**config.mk**
```make
export PLATFORM = sky130hd
export DESIGN_NAME = slc3_button_conditioner
export DESIGN_NICKNAME = d
export VERILOG_FILES = /design/src/rtl/slc3_button_conditioner.sv
export SDC_FILE = /design/constraint.sdc
export NUM_CORES = 1
export LEC_CHECK = 0
export CAP_MARGIN = 10
export CORE_AREA = 4 4 62 64
export DETAILED_ROUTE_END_ITERATION = 10
export DIE_AREA = 0 0 66 68
export GPL_TIMING_DRIVEN = 0
export HOLD_SLACK_MARGIN = 0.1
export PLACE_DENSITY = 0.75
export RECOVER_POWER = 50
export SLEW_MARGIN = 20
export SYNTH_ARGS = -nofsm -noshare
export SYNTH_HDL_FRONTEND = slang
export SYNTH_SLANG_ARGS = --single-unit
```
**constraint.sdc**
```tcl
create_clock -name Clk -period 2.46 [get_ports Clk]
set_input_delay 0.492 -clock Clk [delete_from_list [all_inputs] [get_ports Clk]]
set_output_delay 0.492 -clock Clk [all_outputs]
set_load 0.01 [all_outputs]
```
**src/rtl/slc3_button_conditioner.sv**
```systemverilog
// SLC-3 input conditioning: 2-flop synchronizers for Run/Continue/SW plus per-button debounce FSMs.
// Optional macro CONTINUE_AUTOREPEAT_EN adds periodic Continue_pulse repeats while Continue is held.

module slc3_button_debounce #(
    parameter int DEBOUNCE_CYCLES = 16,
    parameter int REPEAT_CYCLES   = 64,
    parameter bit REPEAT_EN       = 1'b0
) (
    input  logic Clk,
    input  logic Reset_n,
    input  logic pressed,
    output logic pulse,
    output logic held
);

    typedef enum logic [1:0] {
        IDLE,
        PRESS_WAIT,
        HELD,
        RELEASE_WAIT
    } state_t;

    localparam int             CW   = $clog2(DEBOUNCE_CYCLES) + 1;
    localparam logic [CW-1:0]  LAST = CW'(DEBOUNCE_CYCLES - 1);

    state_t        state, state_nx;
    logic [CW-1:0] count, count_nx;
    logic          pulse_nx;
    logic          held_nx;
    logic          repeat_fire;

    // NOTE: every flop resets asynchronously and is updated with <= so all
    // state sampled in one edge sees the pre-edge values of its neighbours.
    always_ff @(posedge Clk or negedge Reset_n) begin
        if (!Reset_n) begin
            state <= IDLE;
            count <= '0;
            pulse <= 1'b0;
            held  <= 1'b0;
        end else begin
            state <= state_nx;
            count <= count_nx;
            pulse <= pulse_nx;
            held  <= held_nx;
        end
    end

    // NOTE: defaults first so every path assigns every output and no latch is inferred.
    always_comb begin
        state_nx = state;
        count_nx = count;
        pulse_nx = 1'b0;
        case (state)
            IDLE: begin
                if (pressed) begin
                    state_nx = PRESS_WAIT;
                    count_nx = CW'(1);
                end
            end
            PRESS_WAIT: begin
                if (!pressed) begin
                    state_nx = IDLE;
                    count_nx = '0;
                end else if (count == LAST) begin
                    state_nx = HELD;
                    count_nx = '0;
                    pulse_nx = 1'b1;
                end else begin
                    count_nx = count + 1'b1;
                end
            end
            HELD: begin
                if (!pressed) begin
                    state_nx = RELEASE_WAIT;
                    count_nx = CW'(1);
                end else if (repeat_fire) begin
                    pulse_nx = 1'b1;
                end
            end
            RELEASE_WAIT: begin
                if (pressed) begin
                    state_nx = HELD;
                    count_nx = '0;
                end else if (count == LAST) begin
                    state_nx = IDLE;
                    count_nx = '0;
                end else begin
                    count_nx = count + 1'b1;
                end
            end
            default: begin
                state_nx = IDLE;
                count_nx = '0;
            end
        endcase
        held_nx = (state_nx == HELD) || (state_nx == RELEASE_WAIT);
    end

    // Repeat timer only advances while staying in HELD; any exit restarts it from zero.
    if (REPEAT_EN) begin : g_repeat
        localparam int             RW    = $clog2(REPEAT_CYCLES) + 1;
        localparam logic [RW-1:0]  RLAST = RW'(REPEAT_CYCLES - 1);

        logic [RW-1:0] rep_cnt;

        always_ff @(posedge Clk or negedge Reset_n) begin
            if (!Reset_n) begin
                rep_cnt <= '0;
            end else if ((state == HELD) && (state_nx == HELD)) begin
                rep_cnt <= repeat_fire ? '0 : rep_cnt + 1'b1;
            end else begin
                rep_cnt <= '0;
            end
        end

        assign repeat_fire = (state == HELD) && (rep_cnt == RLAST);
    end else begin : g_no_repeat
        assign repeat_fire = 1'b0;
    end

endmodule

module slc3_button_conditioner #(
    parameter int DEBOUNCE_CYCLES = 16,
    parameter int REPEAT_CYCLES   = 64
) (
    input  logic       Clk,
    input  logic       Reset_n,
    input  logic       Run,
    input  logic       Continue,
    input  logic [9:0] SW,
    output logic       Run_pulse,
    output logic       Continue_pulse,
    output logic       Run_held,
    output logic       Continue_held,
    output logic [9:0] SW_sync
);

`ifdef CONTINUE_AUTOREPEAT_EN
    localparam bit CONT_REPEAT = 1'b1;
`else
    localparam bit CONT_REPEAT = 1'b0;
`endif

    logic [1:0] run_sync;
    logic [1:0] cont_sync;
    logic [9:0] sw_meta;

    // Button synchronizers come out of reset as "released" so a held button
    // is seen as a fresh press once reset lifts.
    always_ff @(posedge Clk or negedge Reset_n) begin
        if (!Reset_n) begin
            run_sync  <= 2'b11;
            cont_sync <= 2'b11;
            sw_meta   <= '0;
            SW_sync   <= '0;
        end else begin
            run_sync  <= {run_sync[0], Run};
            cont_sync <= {cont_sync[0], Continue};
            sw_meta   <= SW;
            SW_sync   <= sw_meta;
        end
    end

    slc3_button_debounce #(
        .DEBOUNCE_CYCLES (DEBOUNCE_CYCLES),
        .REPEAT_CYCLES   (REPEAT_CYCLES),
        .REPEAT_EN       (1'b0)
    ) u_run_db (
        .Clk     (Clk),
        .Reset_n (Reset_n),
        .pressed (~run_sync[1]),
        .pulse   (Run_pulse),
        .held    (Run_held)
    );

    slc3_button_debounce #(
        .DEBOUNCE_CYCLES (DEBOUNCE_CYCLES),
        .REPEAT_CYCLES   (REPEAT_CYCLES),
        .REPEAT_EN       (CONT_REPEAT)
    ) u_cont_db (
        .Clk     (Clk),
        .Reset_n (Reset_n),
        .pressed (~cont_sync[1]),
        .pulse   (Continue_pulse),
        .held    (Continue_held)
    );

endmodule

```
==> results.json, run 1 <==
{
  "path_cells": "clkdlybuf4s50_1",
  "dpl_cell_area_um2": 1793,
  "dp_hpwl_mm": 1.764,
  "hold_viol_final": 0,
  "cp-end-kind": "output pin",
  "netlist_area_um2": 1450,
  "place_worst_setup_slack_ns": 1.054,
  "clock.fmax_ghz": 0.5817,
  "track_usage": 0.1296,
  "ys_seq_elements": 42,
  "cp-start-kind": "register",
  "synth_top_cell_by_area": "dfrtp_1",
  "syn_avg_cell_area_um2": 14.65,
  "critPathRequiredTime_ns": 1.97,
  "crit_family": "buffers and inverters",
  "crit_slowest_cell": "clkdlybuf4s50_1",
  "final_util": 0.5619,
  "fin_crit_sh": 0.6988,
  "power_density_nw_per_um2": 631.7,
  "grt_pass1_vias": 974,
  "finalNetCount": 151,
  "rsz0062_at_grt": "no",
  "slew_headroom": 0.4901,
  "wire_per_inst_um": 13.24,
  "synth_cells": 99,
  "die_h_um": 68,
  "drt-initial-drc-count": 66,
  "leakagePower_nw": 0.8197,
  "start_util": 0.4415,
  "critPathMaxFanout": 1,
  "ant_nets": 0,
  "cts_tree": "yes",
  "yosysTopAreaCellShare": 0.6557,
  "hold_class": "reg2reg",
  "synth_fp_nets": 115,
  "cp_slowest_stage_delay_ns": 0.53,
  "io_buffers": 27,
  "gp_congestion": 0.6858,
  "tightestPinTransition_ns": 0.7649,
  "critical_path_class": "reg2out",
  "drive_gt1_frac": 0.1176,
  "synth_warnings": 0,
  "die_area_um2": 4488,
  "synthToLayoutAreaGrowth_pct": 27.26,
  "clockBufferDepth": 2,
  "routed_via_density": 4.984,
  "cts-root-buf": "clkbuf_4",
  "synth_area_leaders": "dfrtp_1 (66%), dfstp_2 (7.2%), nand3_1 (2.1%), nand4b_1 (1.8%), ha_1 (1.7%)",
  "fin_ws_ns": 0.7408,
  "fin_cells": 182,
  "clkLatencyLatePin_ns": 0.34,
  "num_rows": 21,
  "critPathBufInv": 1,
  "cts.htree.levels": 2,
  "grt_pass1_wl_mm": 4.202,
  "dp_cells": 173,
  "outcome": "completed",
  "worstPathArrival_ns": 1.23,
  "finalSetupViolations": 0,
  "postCtsSetupBuffers": 0,
  "core-area_um2": 3284,
  "grt_antenna_before_repair": 0,
  "fin_crit_ns": 1.719,
  "maxSlewViolCount": 0,
  "clkTransAtPathRegs_ns": 0.12,
  "final_common_cell": "dfrtp_1",
  "p_total_mw": 1.166,
  "pin_count": 28,
  "drc": 0,
  "final_cell_mix": "dfrtp_1 (38), clkdlybuf4s50_1 (14), dlygate4sd3_1 (13)",
  "tns_ns": 0,
  "final_area_um2": 1846,
  "skew_ns": 0.007655,
  "clock-sinks": 42,
  "grt_max_degree": 35,
  "grt_overflow": 0,
  "whs_ns": 0.3511,
  "cts_buffers": 5,
  "vdd_ir_drop_max_uv": 391.8,
  "die_x_um": 66,
  "ys_types": 32,
  "drt-total-wl_mm": 2.410,
  "firstDrtPassIters": 4,
  "ys_seq_area_frac": 0.7282,
  "cap_violations": 0,
  "dr_total_vias": 907,
  "antenna_cells": 0
}
[cell usage after synthesis (all sizes together)]
| cell | n |
|---|---|
| nor2b | 1 |
| a31oi | 2 |
| o211ai | 1 |
| and3 | 2 |
| o21ai | 3 |
| a221o | 1 |
| clkbuf | 1 |
| nor4b | 2 |
| a21boi | 1 |
| nor4 | 2 |
| ha | 2 |
| dfrtp | 38 |
| dfstp | 4 |
| a211o | 1 |
| or4 | 1 |
| nor3 | 1 |
| xnor2 | 2 |
| xor2 | 2 |
| a21oi | 3 |
| a22o | 1 |
| nand2 | 3 |
| o21a | 3 |
| inv | 4 |
| nand3 | 6 |
| nor2 | 2 |
| nand4b | 3 |
| nand4 | 2 |
| a311oi | 1 |
| and4b | 2 |
| mux2i | 2 |
[state kept, by name, indices dropped and copies added, names as in the netlist]
signal           cells
run_sync             2
u_run_db.pulse       1
u_run_db.held        1
u_run_db.count       5
u_cont_db.count      5
cont_sync            2
u_run_db.state       2
SW_sync             10
u_cont_db.held       1
sw_meta             10
u_cont_db.pulse      1
u_cont_db.state      2
[repair_timing]
item	in CTS	in global routing
hold buffers	1	0
setup endpoints to repair	0	0
endpoints found under the hold margin	8	0
gates resized for setup	0	0
[cell type report]
class	instances	area, um2
Buffer	1	3.754
Clock buffer	5	37.54
Clock inverter	3	21.27
Fill cell	277	1439
Inverter	4	15.01
Multi-Input combinational cell	52	375.4
Sequential cell	42	1056
Tap cell	46	57.56
Timing Repair Buffer	29	279.0
[worst paths after layout]
| path | from | endpoint | slack, ns | depth (start not counted) |
|---|---|---|---|---|
| setup / recovery | u_run_db.pulse$_DFF_PN0_ | Run_pulse | 0.74 | 1 |
| hold / removal | sw_meta[0]$_DFF_PN0_ | SW_sync[0]$_DFF_PN0_ | 0.35 | 0 |
| setup reg to reg | u_cont_db.count[0]$_DFFE_PN0P_ | u_cont_db.count[3]$_DFFE_PN0P_ | 1.03 | 4 |
| hold reg to reg | sw_meta[0]$_DFF_PN0_ | SW_sync[0]$_DFF_PN0_ | 0.35 | 0 |
| max in group asynchronous | Reset_n | SW_sync[6]$_DFF_PN0_ | 0.76 | 3 |
| min in group asynchronous | Reset_n | SW_sync[9]$_DFF_PN0_ | 0.59 | 2 |
[report_power, final]
| group | internal (mW) | total (mW) | switching (mW) |
|---|---|---|---|
| clock network | 0.111 | 0.326 | 0.214 |
| logic | 0.0481 | 0.0939 | 0.0458 |
| registers | 0.725 | 0.746 | 0.0209 |
[cells by family after synthesis]
| kind of cell | count (synthesis) | share of synthesized area |
|---|---|---|
| fa+ha+maj | 2 | 0.01725 |
| xor+xnor | 4 | 0.02934 |
| flops | 42 | 0.7282 |
| simple gates | 27 | 0.1174 |
| buf+inv | 5 | 0.01294 |
| compound gates | 17 | 0.08110 |
| mux | 2 | 0.01381 |
[metal layers]
layer,up-vias,share of wire,GRT usage
li1,432,-,-
met1,449,0.40,0.1230
met2,19,0.54,0.2378
met3,7,0.034,0.04105
met4,0,0.026,0.08883
met5,-,0,0
Power figures use the tool's default switching activity.
==> inputs of run 2 (changes only) <==
PLACE_DENSITY = 0.78   (was 0.75)
clock period = 1.4 ns   (was 2.46 ns; I/O delays follow)
==> run 2 against run 1 <==
Via count unchanged; final cell count up 2.2%; utilization up 2.7 points; non-clock buffer count up 4; combinational power up 84%; sequential cell count unchanged; critical path depth up 2; clock-buffer cell count up 1; final area up 4.8%; wire length down 1.0%; total power up 91%; sequential share of layout area down 2.6 points; critical path type is now reg2reg.
==> results.json, run 2 (synthesized netlist as in run 1, its figures left out) <==
{
  "place_worst_setup_slack_ns": -0.01023,
  "crit_slowest_cell": "dfstp_2",
  "fin_crit_sh": 0.9728,
  "hold_viol_final": 0,
  "clock.fmax_ghz": 0.7343,
  "fillers": 266,
  "crit_family": "flip-flops",
  "hold_class": "reg2reg",
  "worstReg2RegStart": "cont_sync[1]$_DFF_PN1_",
  "cts.htree.levels": 2,
  "final_area_um2": 1934,
  "cap_violations": 0,
  "p_total_mw": 2.227,
  "power_frac_comb": 0.078,
  "intPower_mw": 1.741,
  "cts-root-buf": "clkbuf_4",
  "grt_antenna_before_repair": 0,
  "dpl_cell_area_um2": 1800,
  "clock-sinks": 42,
  "rsz0062_at_grt": "yes",
  "num_rows": 21,
  "whs_ns": 0.3598,
  "routed_via_density": 4.876,
  "cts_buffers": 5,
  "cts_tree": "yes",
  "critical_path_class": "reg2reg",
  "hp-start": "sw_meta[8]$_DFF_PN0_",
  "hold_path_end": "SW_sync[8]$_DFF_PN0_",
  "swShare": 0.2181,
  "power_density_nw_per_um2": 1151,
  "met2_usage": 0.2115,
  "cp-start-kind": "register",
  "drt-total-wl_mm": 2.385,
  "firstDrtPassIters": 4,
  "tightestPinTransition_ns": 0.4216,
  "grtUsageMet1": 0.1330,
  "gp_congestion": 0.7042,
  "reg_top3": "SW_sync x10, sw_meta x10",
  "skew_ns": 0.009609,
  "cp-end-kind": "register",
  "critPathRequiredTime_ns": 1.64,
  "grt_pass1_vias": 901,
  "antenna_cells": 0,
  "critPathBufInv": 0,
  "drc": 0,
  "ff2ff_path_depth": 3,
  "clockBufferDepth": 2,
  "vdd_ir_drop_max_uv": 720.1,
  "r2r_end": "u_cont_db.count[2]$_DFFE_PN0P_",
  "die_h_um": 68,
  "final_common_cell": "dfrtp_1",
  "finalSetupViolations": 0,
  "regToRegSetupSlack_ns": 0.04,
  "path_cells": "xnor2_1 -> nor2_1 -> a221o_1",
  "pin_count": 28,
  "final_cell_mix": "dfrtp_1 (37), dlygate4sd2_1 (14), dlygate4sd3_1 (13)",
  "die_area_um2": 4488,
  "drt-initial-drc-count": 48,
  "clkTransAtPathRegs_ns": 0.11,
  "synthToLayoutAreaGrowth_pct": 33.39,
  "finalNetCount": 155,
  "io_buffers": 27,
  "grt_pass1_wl_mm": 4.029,
  "power_frac_seq": 0.591,
  "wire_per_inst_um": 12.82,
  "start_util": 0.4415,
  "worstPathArrival_ns": 1.60,
  "holdPathStages": 0,
  "busiest_layer": "met2",
  "maxSlewViolCount": 0,
  "track_usage": 0.1237,
  "dp_hpwl_mm": 1.684,
  "leakagePower_nw": 0.8893,
  "outcome": "completed",
  "slew_headroom": 0.7189,
  "fin_ws_ns": 0.03814,
  "grt_max_degree": 25,
  "use_met3": 0.05583,
  "core-area_um2": 3284,
  "die_x_um": 66,
  "clkLatencyLatePin_ns": 0.34,
  "grt_overflow": 0,
  "cp_slowest_stage_delay_ns": 0.64,
  "fin_crit_ns": 1.362,
  "drive_gt1_frac": 0.1786,
  "critPathMaxFanout": 5,
  "dr_total_vias": 907,
  "p_clk_frac": 0.331,
  "p_sw_mw": 0.4856,
  "ant_nets": 0
}
[run 2: repair_timing]
| item | in CTS | in global routing |
|---|---|---|
| resized for setup | 15 | 7 |
| hold buffers | 1 | 0 |
| setup buffers | 0 | 4 |
| gates cloned | 0 | 0 |
| hold endpoints to repair | 18 | 0 |
| endpoints found under the setup margin | 16 | 7 |
| pin swaps | 1 | 1 |
[run 2: final cells by class]
class | instances | area, um2 | area share
tap | 46 | 57.56 | 0.02975
multi-input combinational | 52 | 426.7 | 0.2206
buffer | 1 | 3.754 | 0.001940
sequential | 42 | 1057 | 0.5466
clock inverter | 2 | 37.54 | 0.01940
inverter | 4 | 15.01 | 0.007762
clock buffer | 6 | 41.29 | 0.02135
timing repair buffer | 33 | 295.3 | 0.1527
[run 2: worst max path at each step]
stage	startpoint	endpoint	slack, ns	depth (start not counted)
3_5_place_dp	run_sync[1]$_DFF_PN1_	u_run_db.count[3]$_DFFE_PN0P_	-0.01	3
3_3_place_gp	Reset_n	SW_sync[4]$_DFF_PN0_	-0.86	1
4_1_cts	run_sync[1]$_DFF_PN1_	u_run_db.count[3]$_DFFE_PN0P_	0.0001	3
5_1_grt	cont_sync[1]$_DFF_PN1_	u_cont_db.count[3]$_DFFE_PN0P_	-0.03	3
2_1_floorplan	run_sync[1]$_DFF_PN1_	u_run_db.count[3]$_DFFE_PN0P_	0.08	3
6_report	cont_sync[1]$_DFF_PN1_	u_cont_db.count[2]$_DFFE_PN0P_	0.04	3
[run 2: per-stage QoR]
stage,instances,utilization,TNS (ns)
after floorplan,99,-,0
after global placement,172,0.5413,-34.49
after detailed placement,173,0.5482,-0.01023
after CTS,182,0.5722,0
after global routing,186,0.5890,-0.05478
final,186,0.5890,0
[run 2: power groups by stage]
stage          registers [mW]  logic, mW  clock network, mW
2_1_floorplan            1.33     0.0612                  0
3_3_place_gp             1.33      0.165                  0
3_5_place_dp             1.33      0.181                  0
4_1_cts                  1.31      0.174              0.763
5_1_grt                  1.32      0.193              0.821
6_report                 1.32      0.173              0.737
[run 2: per-layer routing]
metal  up-vias  routed length (um)
li1        438                   -
met1       439                 977
met2        23                1226
met3         7                 139
met4         0                  42
met5         -                   0
[run 2: worst register-to-register path, stage by stage (launching register included)]
cell	delay, ns
dfstp_2	0.64
xnor2_1	0.16
nor2_1	0.11
a221o_1	0.35
